<file path="src/rtl/irq_pkg.sv">
// Shared types for the core-side interrupt sequencer.
package irq_pkg;

   localparam int XLEN_DEFAULT = 32;

   // Sequencer states, 3-bit encoding.
   typedef enum logic [2:0] {
      ST_IDLE     = 3'd0,
      ST_ACK      = 3'd1,
      ST_REDIRECT = 3'd2,
      ST_IN_ISR   = 3'd3,
      ST_RETURN   = 3'd4
   } state_t;

endpackage

</file>
<file path="src/rtl/irq_sequencer.sv">
// Core-side interrupt sequencer: takes an interrupt at an instruction
// boundary, acknowledges it, redirects fetch to the handler and restores
// PC and global enable on MRET. One interrupt in service at a time.
module irq_sequencer
   import irq_pkg::*;
#(
   parameter int   XLEN      = XLEN_DEFAULT,
   parameter logic RESET_MIE = 1'b0,
   parameter int   CNT_W     = 8
) (
   input  logic             clk,
   input  logic             rst_n,
   input  logic             irq,
   input  logic [XLEN-1:0]  isr_addr,
   input  logic [XLEN-1:0]  pc_cur,
   input  logic             instr_boundary,
   input  logic             mret,
   input  logic             ie_set,
   input  logic             ie_clr,
   output logic             iack,
   output logic             stall_req,
   output logic             pc_redirect,
   output logic [XLEN-1:0]  pc_target,
   output logic             mie,
   output logic             in_isr,
   output logic [XLEN-1:0]  epc,
   output logic [CNT_W-1:0] irq_count,
   output logic             err
);

   state_t          state;
   state_t          state_next;
   logic            mpie;
   logic [XLEN-1:0] tgt;
   logic            take;

   // A clearing pulse in the same cycle suppresses the take, so software
   // that masks interrupts never sees one slip through on that edge.
   assign take = (state == ST_IDLE) & irq & mie & instr_boundary & ~ie_clr;

   // State register.
   // NOTE: sequential state uses non-blocking assignments so every register
   // samples pre-edge values regardless of block ordering.
   always_ff @(posedge clk or negedge rst_n) begin
      if (!rst_n) state <= ST_IDLE;
      else        state <= state_next;
   end

   // Next-state decode and the state-derived pulse outputs.
   // NOTE: every output gets a default first, so no path can infer a latch.
   always_comb begin
      state_next  = state;
      iack        = 1'b0;
      stall_req   = 1'b0;
      pc_redirect = 1'b0;
      pc_target   = '0;
      in_isr      = 1'b0;
      unique case (state)
         ST_IDLE: begin
            if (take) state_next = ST_ACK;
         end
         ST_ACK: begin
            iack       = 1'b1;
            stall_req  = 1'b1;
            state_next = ST_REDIRECT;
         end
         ST_REDIRECT: begin
            pc_redirect = 1'b1;
            pc_target   = tgt;
            stall_req   = 1'b1;
            state_next  = ST_IN_ISR;
         end
         ST_IN_ISR: begin
            in_isr = 1'b1;
            if (mret) state_next = ST_RETURN;
         end
         ST_RETURN: begin
            pc_redirect = 1'b1;
            pc_target   = epc;
            stall_req   = 1'b1;
            in_isr      = 1'b1;
            state_next  = ST_IDLE;
         end
         default: state_next = ST_IDLE;
      endcase
   end

   // Architectural state: enables, saved PC/target, counter, sticky error.
   always_ff @(posedge clk or negedge rst_n) begin
      if (!rst_n) begin
         mie       <= RESET_MIE;
         mpie      <= 1'b0;
         epc       <= '0;
         tgt       <= '0;
         irq_count <= '0;
         err       <= 1'b0;
      end else begin
         unique case (state)
            ST_IDLE: begin
               // A spurious MRET is flagged but never blocks a pending take.
               if (mret) err <= 1'b1;
               if (take) begin
                  epc <= pc_cur;
                  tgt <= isr_addr;
               end else if (ie_clr) begin
                  mie <= 1'b0;
               end else if (ie_set) begin
                  mie <= 1'b1;
               end
            end
            ST_ACK: begin
               if (mret) err <= 1'b1;
               mpie      <= mie;
               mie       <= 1'b0;
               irq_count <= irq_count + 1'b1;
            end
            ST_REDIRECT: begin
               if (mret) err <= 1'b1;
            end
            ST_IN_ISR: begin
               // Inside the handler, enable writes target the value MRET restores.
               if (ie_clr)      mpie <= 1'b0;
               else if (ie_set) mpie <= 1'b1;
            end
            ST_RETURN: begin
               mie <= mpie;
            end
            default: ;
         endcase
      end
   end

endmodule

</file>
<file path="config.mk">
export PLATFORM = sky130hd
export DESIGN_NAME = irq_sequencer
export DESIGN_NICKNAME = d
export VERILOG_FILES = /design/src/rtl/irq_pkg.sv /design/src/rtl/irq_sequencer.sv
export SDC_FILE = /design/constraint.sdc
export NUM_CORES = 1
export LEC_CHECK = 0
export BUFFER_PORTS_ARGS = -buffer_cell sky130_fd_sc_hd__buf_2
export CAP_MARGIN = 20
export CORE_ASPECT_RATIO = 1.1
export CORE_UTILIZATION = 45
export CTS_CLUSTER_SIZE = 16
export DETAILED_ROUTE_END_ITERATION = 16
export PLACE_DENSITY = 0.72
export SLEW_MARGIN = 30
export SYNTH_ARGS = -nofsm -noshare
export SYNTH_HDL_FRONTEND = slang
export SYNTH_SLANG_ARGS = --single-unit
</file>
<file path="constraint.sdc">
create_clock -name clk -period 5.58 [get_ports clk]
set_clock_uncertainty 0.1 [all_clocks]
set_input_delay 0.279 -clock clk [delete_from_list [all_inputs] [get_ports clk]]
set_output_delay 0.279 -clock clk [all_outputs]
set_load 0.005 [all_outputs]
</file>
* Word level (Yosys, flattened, before mapping)
Cells that the tools add are included.
** Word-level totals
- Bits in registers :: 78
- Bits in latches :: 0
- RAM bits :: 0
- Bits in read-only memories :: 0
- Input port bits :: 71
- Output and inout port bits :: 78
- Word-level logic and storage cells :: 47
- Memories kept :: 0
** Cells by class
- $add $sub $neg :: 1
- Multipliers :: 0
- Div/mod/pow operators :: 0
- Magnitude comparators :: 0
- Equality and inequality tests :: 9
- Shift operators :: 0
- Muxes and demuxes :: 13
- Bitwise gates (word level) :: 5
- Reduce and logical (&&, ||, !) cells :: 12
** Operator list (number)
- $pmux W32 S2 :: 1
- $pmux W3 S4 :: 1
- $add A8 B1 Y8 const B :: 1
- $reduce_and A2 Y1 :: 4
- $mux W1 :: 7
- $eq A3 B2 Y1 const B :: 2
- $mux W3 :: 2
- $ne A2 B2 Y1 const B :: 3
- $ne A3 B3 Y1 const B :: 2
- $reduce_or A3 Y1 :: 2
- $and A1 B1 Y1 :: 4
- $reduce_or A2 Y1 :: 2
- $eq A3 B1 Y1 const B :: 1
- $eq A3 B3 Y1 const B :: 1
- $logic_not A3 Y1 :: 1
- $pmux W1 S3 :: 1
- $reduce_and A3 Y1 :: 1
- $reduce_bool A3 Y1 :: 1
- $pmux W1 S2 :: 1
- $reduce_bool A2 Y1 :: 1
- $not A1 Y1 :: 1

* Logic depth before layout (Yosys ltp)
Gate-level depths: netlist of the first run.
- Depth after elaboration :: 7
- Gate-level depth with buffers :: 6
- Depth with buffers taken out :: 3

* Worst setup path before layout of the first run
OpenSTA, ideal clock, no wires.
- Path kind :: reg-to-output
- Start point :: reg state[0]
- End point :: out pc_target[0]
- Data arrival time :: 1555 ps
- Data required time :: 5201 ps
- Path slack :: 3646 ps
- Stages on the path, launching flop included :: 5
- Buffers on the path :: 2
- Cell sequence :: dfrtp_1 -> buf_1 -> nor3b_1 -> clkbuf_1 -> a22o_1
** On the way
- Word-level cells in the longest chain between the ends :: 2
- Elaborated cells between the ends (all ways) :: 3
- Classes of those cells :: eq/ne (2); mux (1)
** Ends and longest elaborated chain
- start, declared :: line irq_sequencer.sv:31 : state_t state;
- start signal, assigned :: line irq_sequencer.sv:46 : else state <= state_next;
- $eq A3 B3 Y1 or $eq A3 B2 Y1 (tied branches) :: line irq_sequencer.sv:58 : unique case (state)
- $pmux W32 S2 * :: line irq_sequencer.sv:58
- end, declared :: line irq_sequencer.sv:23 : output logic [XLEN-1:0] pc_target,
Mark *: on every way between the ends. The rest lies on a longest branch, timed or not.

* Worst setup path in the final report of the first run
- Start point :: reg state[1]
- End point :: out pc_target[5]
The elaborated chain is that of the path after synthesis.

==> results of run 1 <==
[sequential cells by signal, indices dropped and copies added, names as in the netlist]
| signal | flops |
|---|---|
| epc | 32 |
| tgt | 32 |
| irq_count | 8 |
| state | 3 |
| err | 1 |
| mie | 1 |
| mpie | 1 |
[routing by layer]
layer  vias up  track usage  routed length (um)
met4         0      0.06203                  84
met5         -            0                   0
met1      1246       0.2479                3556
met3         8      0.06457                 525
met2        95       0.3047                3917
li1       1172            -                   -
[worst paths after layout]
path	cells after the start	endpoint	slack [ps]
worst max-delay path	4	pc_target[5]	2880
worst min-delay path	2	tgt[13]$_DFFE_PN0P_	60
worst max register to register	4	epc[31]$_DFFE_PN0P_	2990
worst min register to register	1	irq_count[7]$_DFFE_PN0P_	380
max in group asynchronous	2	tgt[7]$_DFFE_PN0P_	4460
min in group asynchronous	2	mie$_DFFE_PN0P_	430
[cells by family (layout without fill, tap and decap cells)]
group | Yosys count | in the layout | share of synthesized area
flops | 78 | 78 | 0.5274
fa+ha+maj | 1 | 1 | 0.003380
mux | 66 | 66 | 0.2617
simple gates | 26 | 26 | 0.04260
compound gates | 43 | 43 | 0.09703
buf+inv | 18 | 169 | 0.04902
xor+xnor | 8 | 8 | 0.01893
[power breakdown]
group          leakage (nW)  switching (mW)  internal, mW
Clock                0.0973           0.204         0.248
Sequential             1.03           0.152         0.727
Combinational          1.54           0.261         0.389
[worst max-delay path, cell delays in order (launching register included)]
cell	delay, ps
dfrtp_1	600
nor3b_2	620
buf_4	450
a22o_1	200
buf_2	110
[final cells by class]
cell class                 count  area, um^2  area share
timing repair buffer         153       787.0      0.1685
sequential                    78        1952      0.4180
tap                          108       135.1     0.02894
clock buffer                   9       123.9     0.02653
inverter                       1       3.754   0.0008039
clock inverter                 6       87.58     0.01876
multi-input combinational    144        1580      0.3384
[cell usage after synthesis (all sizes together)]
library cell  number  area [um^2]
dfrtp             78         1952
mux2              66        968.4
a22o              32        280.3
buf               10        151.4
clkbuf             7        26.28
xnor2              7        61.31
nand2              3        11.26
nand3              3        15.01
nor2               3        11.26
or2                3        18.77
a21oi              2        10.01
and3               2        12.51
nand4              2        12.51
nor3b              2        20.02
a21o               1        7.510
a221oi             1        8.760
a2bb2oi            1        8.760
a31o               1        8.760
a31oi              1        6.260
and2               1        6.260
and4               1        8.760
ha                 1        12.51
inv                1        3.750
nand3b             1        7.510
nand4b             1        8.760
nor2b              1        6.260
nor3               1        5.000
o211ai             1        7.510
o21ai              1        5.000
o21bai             1        7.510
o2bb2ai            1        8.760
or3                1        6.260
or4                1        7.510
xor2               1        8.760
[stage by stage]
stage	instances	utilization
global route	499	0.5870
detailed placement	483	0.5591
finish	499	0.5870
floorplan	240	-
global placement	483	0.5587
CTS	499	0.5870
==> impl_metrics.csv, run 1 <==
group,metric,value,unit
setup_path,end_kind,"output port",
synthesis,synth_nets,312,
final_layout,fillers,688,
worst_hold_path,hold_class,"input pin to register",
die,io_pins,149,
setup_path,startpoint,"state[1]$_DFFE_PN0P_",
placement,dpl_worst_slack,2997,ps
global_routing,grt_pass1_vias,2557,
synthesis,avgSynthCellArea,15.42,um^2
sta,setup_ws,2877,ps
final_layout,final_cell_mix,"buf_2, dfrtp_1, mux2_4",
sta,setup_viol,0,
detailed_routing,ant_nets,0,
setup_path,cp_max_fo,26,
sta,setup_tns,0,ps
global_routing,grt-ovfl-total,0,
setup_path,required,5200,ps
clock_tree,htreeDepth,3,
clock_tree,clk_pin_slew,80,ps
sta,hold_viol,0,
clock_tree,clock_latency,340,ps
placement,postPlaceCellArea,4448,um^2
detailed_routing,wl,8084,um
placement,place.gp.congestion,0.7864,
global_routing,grt_max_degree,79,
setup_path,path_class,"register to output port",
synthesis,ys_seq_area_frac,0.5274,
sta,finalMaxSlewViolations,0,
setup_path,timing.rr.start,"state[1]$_DFFE_PN0P_",
pwr,power.density,424.3,nW/um^2
clock_tree,clock-root-buffer,"clkbuf_8",
synthesis,netlist_area,3701,um^2
detailed_routing,dr.pass1.iters,4,
detailed_routing,wl_per_cell,16.20,um
clock_tree,cts_resized,0,
final_layout,fin_area,4669,um^2
clock_tree,cts_hold_buf,1,
clock_tree,clk_path_buf_depth,2,
clock_tree,cts.sinks,78,
die,die-area,8592,um^2
die,rows,34,
die,start_util,0.4652,
synthesis,yosys_warnings,0,
placement,io_buffers,148,
run_status,status,"completed",
detailed_routing,drc,0,
sta,tightest_slew,722.3,ps
sta,fin_crit_sh,0.4844,
detailed_routing,drt_iter0_drc,64,
sta,relSlewSlack,0.5185,
clock_tree,cts_tree,"built",
final_layout,drive_gt1_frac,0.6138,
sta,holdWs,56.93,ps
final_layout,area.growth.synth_to_final,26.17,%
placement,place_hpwl,5516,um
synthesis,ys_types,40,
final_layout,layout_commonest_cell,"buf_2",
final_layout,nets,459,
sta,final.min_clock_period,2703,ps
clock_tree,post_cts_buffers,0,
die,core_area,7955,um^2
final_layout,diodes,0,
global_routing,grt_pass1_wl,12580,um
setup_path,cp.arrival,2320,ps
pwr,ir_drop,0.1543,mV
pwr,power.total,1.981,mW
detailed_routing,num_vias,2521,
synthesis,synthCells,240,
global_routing,track_usage,0.1931,
detailed_routing,viasPerCell,5.052,
job,maxCapViolations,0,
sta,timing.fmax,369.9,MHz
worst_hold_path,worstHoldStart,"isr_addr[13]",
global_routing,antenna_found_initial,0,
setup_path,start_kind,"register",
pwr,power.leakage,2.664,nW
die,die_h,97.12,um
die,die-width,88.47,um
synthesis,ys_seq_elements,78,
clock_tree,numCtsBuffers,9,
sta,rsz0062_at_grt,"false",
No activity file was read; power rests on OpenSTA's default activity.
==> run 2, diff against run 1 <==
CORE_UTILIZATION = 44   (was 45)
PLACE_DENSITY = 0.74   (was 0.72)
clock period = 2.4 ns   (was 5.58 ns; I/O delays follow)
==> impl_metrics.csv, run 2 (same netlist as run 1, synthesis figures left out) <==
group,metric,value,unit
final_layout,post-route-util,0.6631,
placement,place.gp.congestion,0.7373,
detailed_routing,ant_nets,0,
clock_tree,numCtsBuffers,9,
final_layout,area.growth.synth_to_final,44.05,%
setup_path,end_kind,"register",
global_routing,grt-ovfl-total,0,
final_layout,nets,527,
sta,finalMaxSlewViolations,0,
pwr,clkPwrFrac,0.203,
pwr,power.total,4.616,mW
die,core_area,8040,um^2
global_routing,track_usage,0.2078,
pwr,p_sw_frac,0.3130,
die,die-width,89.45,um
clock_tree,htreeDepth,3,
pwr,combPwrFrac,0.366,
detailed_routing,num_vias,2835,
sta,setup_tns,0,ps
pwr,internal-power,3.171,mW
clock_tree,cts_tree,"built",
sta,timing.fmax,499.2,MHz
die,die_h,98.19,um
worst_hold_path,hold_class,"input pin to register",
detailed_routing,wl_per_cell,15.75,um
placement,dp_cells,486,
sta,tightest_slew,688.8,ps
die,io_pins,149,
final_layout,drive_gt1_frac,0.5294,
setup_path,cp_max_fo,64,
die,rows,34,
pwr,power.density,865.8,nW/um^2
pwr,ir_drop,0.3805,mV
clock_tree,clock_latency,330,ps
placement,place_hpwl,5320,um
run_status,status,"completed",
clock_tree,post_cts_buffers,0,
clock_tree,cts_resized,0,
sta,hold_viol,0,
sta,rsz0062_at_grt,"false",
final_layout,final_cell_mix,"buf_2, dfrtp_1, dlygate4sd3_1",
clock_tree,clock-root-buffer,"clkbuf_8",
setup_path,start_kind,"register",
sta,relSlewSlack,0.5408,
pwr,p_sw,1.445,mW
detailed_routing,wl_met1,3691,um
worst_hold_path,hold_depth,3,
clock_tree,clk_path_buf_depth,2,
final_layout,fin_area,5331,um^2
setup_path,ff2ff_path_depth,4,
die,start_util,0.4603,
global_routing,grt_pass1_wl,13890,um
final_layout,top_regs,"epc: 32 flops, tgt: 32 flops, irq_count: 8 flops",
job,maxCapViolations,0,
sta,final.min_clock_period,2003,ps
worst_hold_path,min_to,"mpie$_DFFE_PN0P_",
setup_path,r2r_end,"epc[24]$_DFFE_PN0P_",
setup_path,ff2ff_setup_slack,400,ps
global_routing,antenna_found_initial,0,
detailed_routing,viasPerCell,5.000,
global_routing,grt_max_degree,79,
sta,setup_viol,0,
pwr,power.leakage,2.951,nW
detailed_routing,drc,0,
clock_tree,cts.sinks,78,
final_layout,diodes,0,
final_layout,layout_commonest_cell,"buf_2",
setup_path,timing.rr.start,"state[2]$_DFFE_PN0P_",
clock_tree,clk_pin_slew,80,ps
setup_path,path_class,"register to register",
detailed_routing,met2WireLength,4663,um
detailed_routing,drt_iter0_drc,86,
sta,holdWs,20.64,ps
placement,dpl_worst_slack,449.7,ps
sta,setup_ws,396.7,ps
detailed_routing,dr.pass1.iters,4,
detailed_routing,wl,8931,um
global_routing,grt_pass1_vias,2938,
sta,fin_crit_sh,0.8347,
placement,postPlaceCellArea,4479,um^2
final_layout,fillers,600,
placement,io_buffers,148,
detailed_routing,wl_met3,481,um
setup_path,required,2520,ps
die,die-area,8783,um^2
setup_path,cp.arrival,2120,ps
final_layout,instances_no_fill,567,
pwr,p_seq_frac,0.431,
detailed_routing,top_layer,"met4",
worst_hold_path,worstHoldStart,"ie_clr",
-- run 2: layout make-up --
type	instances	area, um^2	share of cell area
Multi-Input combinational cell	144	1580	0.2964
Clock buffer	9	123.9	0.02323
Timing Repair Buffer	221	1473	0.2762
Inverter	1	3.754	0.0007041
Sequential cell	78	1952	0.3661
Clock inverter	6	63.81	0.01197
Tap cell	108	135.1	0.02535
-- run 2: power groups by stage --
stage                     clock [mW]  sequential (mW)  combinational, mW
after CTS                      0.974             1.98               1.69
after global placement             0             1.98               1.56
after detailed placement           0             2.00               1.61
after global routing            1.03             2.04               1.84
after floorplan                    0             1.95               1.01
final                          0.935             1.99               1.69
-- run 2: per-layer routing --
layer / track usage / vias up
met2: 0.3594 / 102
met5: 0 / -
met3: 0.04142 / 8
met1: 0.2536 / 1411
li1: - / 1314
met4: 0.07326 / 0
-- run 2: worst max-delay path by stage --
| stage | startpoint | endpoint | slack, ps | cells after the start |
|---|---|---|---|---|
| global placement | state[2]$_DFFE_PN0P_ | epc[7]$_DFFE_PN0P_ | 490 | 4 |
| finish | state[2]$_DFFE_PN0P_ | epc[24]$_DFFE_PN0P_ | 400 | 4 |
| floorplan | state[1]$_DFFE_PN0P_ | epc[10]$_DFFE_PN0P_ | 520 | 6 |
| global route | state[2]$_DFFE_PN0P_ | pc_target[29] | 290 | 5 |
| detailed placement | state[2]$_DFFE_PN0P_ | tgt[6]$_DFFE_PN0P_ | 450 | 4 |
| CTS | state[2]$_DFFE_PN0P_ | pc_target[22] | 400 | 5 |
-- run 2: worst max-delay path: stages (launching register included) --
cell,delay (ps)
dfrtp_1,500
or3_1,370
or2_4,250
buf_12,210
mux2_4,380
-- run 2: timing repair --
| item | 4_1_cts | 5_1_grt |
|---|---|---|
| endpoints found under the setup margin | 0 | 0 |
| endpoints found under the hold margin | 145 | 0 |
| hold buffers | 66 | 0 |
==> run 3, diff against run 2 <==
CORE_UTILIZATION = 45   (was 44)
PLACE_DENSITY = 0.72   (was 0.74)
clock period = 1.94 ns   (was 2.4 ns; I/O delays follow)
==> impl_metrics.csv, run 3 (same netlist as run 1, synthesis figures left out) <==
group,metric,value,unit
final_layout,area.growth.synth_to_final,52.43,%
setup_path,ff2ff_setup_slack,30,ps
pwr,clkPwrFrac,0.194,
setup_path,r2r_end,"epc[15]$_DFFE_PN0P_",
worst_hold_path,hold_depth,3,
setup_path,cp.arrival,2030,ps
worst_hold_path,worstHoldStart,"ie_set",
final_layout,drive_gt1_frac,0.5558,
setup_path,path_class,"register to register",
die,io_pins,149,
sta,setup_viol,0,
setup_path,timing.rr.start,"state[1]$_DFFE_PN0P_",
final_layout,diodes,0,
pwr,power.density,1136,nW/um^2
detailed_routing,wl,9935,um
final_layout,fin_area,5642,um^2
die,die_h,97.12,um
setup_path,end_kind,"register",
clock_tree,clock-root-buffer,"clkbuf_8",
clock_tree,clk_pin_slew,80,ps
global_routing,grt_pass1_vias,2980,
final_layout,layout_commonest_cell,"buf_2",
clock_tree,cts.sinks,78,
pwr,combPwrFrac,0.420,
placement,postPlaceCellArea,4544,um^2
worst_hold_path,hold_class,"input pin to register",
global_routing,track_usage,0.2222,
detailed_routing,drt_iter0_drc,121,
clock_tree,clk_path_buf_depth,2,
pwr,internal-power,4.387,mW
clock_tree,numCtsBuffers,9,
sta,fin_crit_sh,0.9837,
pwr,p_sw,2.020,mW
detailed_routing,ant_nets,0,
placement,place.gp.congestion,0.7741,
sta,tightest_slew,517.9,ps
setup_path,start_kind,"register",
sta,hold_viol,0,
detailed_routing,wl_per_cell,16.78,um
pwr,ir_drop,0.5780,mV
final_layout,final_cell_mix,"buf_2, dfrtp_1, dlygate4sd3_1",
sta,relSlewSlack,0.6548,
final_layout,top_regs,"epc: 32 flops, tgt: 32 flops, irq_count: 8 flops",
pwr,power.leakage,3.110,nW
clock_tree,htreeDepth,3,
die,die-area,8592,um^2
global_routing,antenna_found_initial,0,
placement,io_buffers,148,
global_routing,grt-ovfl-total,0,
clock_tree,cts_tree,"built",
die,rows,34,
global_routing,grt_max_degree,57,
pwr,p_sw_frac,0.3153,
sta,timing.fmax,524.0,MHz
worst_hold_path,min_to,"mpie$_DFFE_PN0P_",
die,start_util,0.4652,
detailed_routing,viasPerCell,5.035,
detailed_routing,drc,0,
setup_path,required,2060,ps
detailed_routing,dr.pass1.iters,4,
sta,final.min_clock_period,1908,ps
setup_path,cp_max_fo,56,
setup_path,ff2ff_path_depth,4,
global_routing,grt_pass1_wl,14460,um
die,core_area,7955,um^2
pwr,p_seq_frac,0.386,
clock_tree,clock_latency,340,ps
sta,rsz0062_at_grt,"true",
placement,place_hpwl,5680,um
run_status,status,"completed",
die,die-width,88.47,um
sta,finalMaxSlewViolations,0,
pwr,power.total,6.407,mW
detailed_routing,num_vias,2981,
job,maxCapViolations,0,
final_layout,fillers,533,
final_layout,nets,551,
[run 3: power groups by stage]
stage	sequential, mW	clock (mW)	combinational [mW]
detailed placement	2.47	0	2.07
floorplan	2.42	0	1.25
finish	2.47	1.24	2.69
global placement	2.44	0	2.02
CTS	2.44	1.28	2.20
global route	2.53	1.37	2.89
[run 3: worst max path at each step]
stage | from | to | slack, ps | depth (start not counted)
final | state[1]$_DFFE_PN0P_ | epc[15]$_DFFE_PN0P_ | 30 | 4
after global routing | state[2]$_DFFE_PN0P_ | pc_target[24] | -40 | 6
after CTS | state[1]$_DFFE_PN0P_ | pc_target[5] | -10 | 5
after detailed placement | state[1]$_DFFE_PN0P_ | epc[9]$_DFFE_PN0P_ | 90 | 4
after global placement | state[1]$_DFFE_PN0P_ | tgt[4]$_DFFE_PN0P_ | 140 | 4
after floorplan | state[1]$_DFFE_PN0P_ | epc[10]$_DFFE_PN0P_ | 60 | 6
[run 3: stage by stage]
stage / std cells / setup WS (ps) / TNS [ps] / utilization / hold slack (ps)
3_5_place_dp: 493 / 89.59 / 0 / 0.5712 / 6.641
5_1_grt: 592 / -39.02 / -773.2 / 0.7092 / 25.33
3_3_place_gp: 493 / 141.2 / 0 / 0.5712 / 5.207
6_report: 592 / 31.57 / 0 / 0.7092 / 31.36
2_1_floorplan: 240 / 60.33 / 0 / - / -298.6
4_1_cts: 577 / -12.98 / -13.41 / 0.6845 / 19.83
[run 3: critical path, cell delays in order, from the launching register on]
cell     delay [ps]
dfrtp_1         410
or3_1           400
or2_4           260
buf_12          230
mux2_4          350
[run 3: per-layer routing]
layer | share of wire | vias up | GRT usage
met4 | 0.016 | 0 | 0.07444
met2 | 0.51 | 122 | 0.3639
met1 | 0.42 | 1478 | 0.2808
li1 | - | 1363 | -
met5 | 0 | - | 0
met3 | 0.055 | 18 | 0.06032
[run 3: layout make-up]
class                   instances  area (um^2)  share of cell area
repair buffers                245         1733              0.3072
multi-input cells             144         1607              0.2848
well taps                     108        135.1             0.02395
flip-flops and latches         78         1952              0.3460
inverters                       1        6.256            0.001109
clock buffers                  11        151.4             0.02684
clock inverters                 5        57.56             0.01020
[run 3: timing repair]
action,CTS,global route
endpoints found under the setup margin,17,35
hold buffers,67,0
gates resized for setup,4,20
pin swaps,0,3
setup buffers,0,11
cloned,1,4
endpoints found under the hold margin,107,0
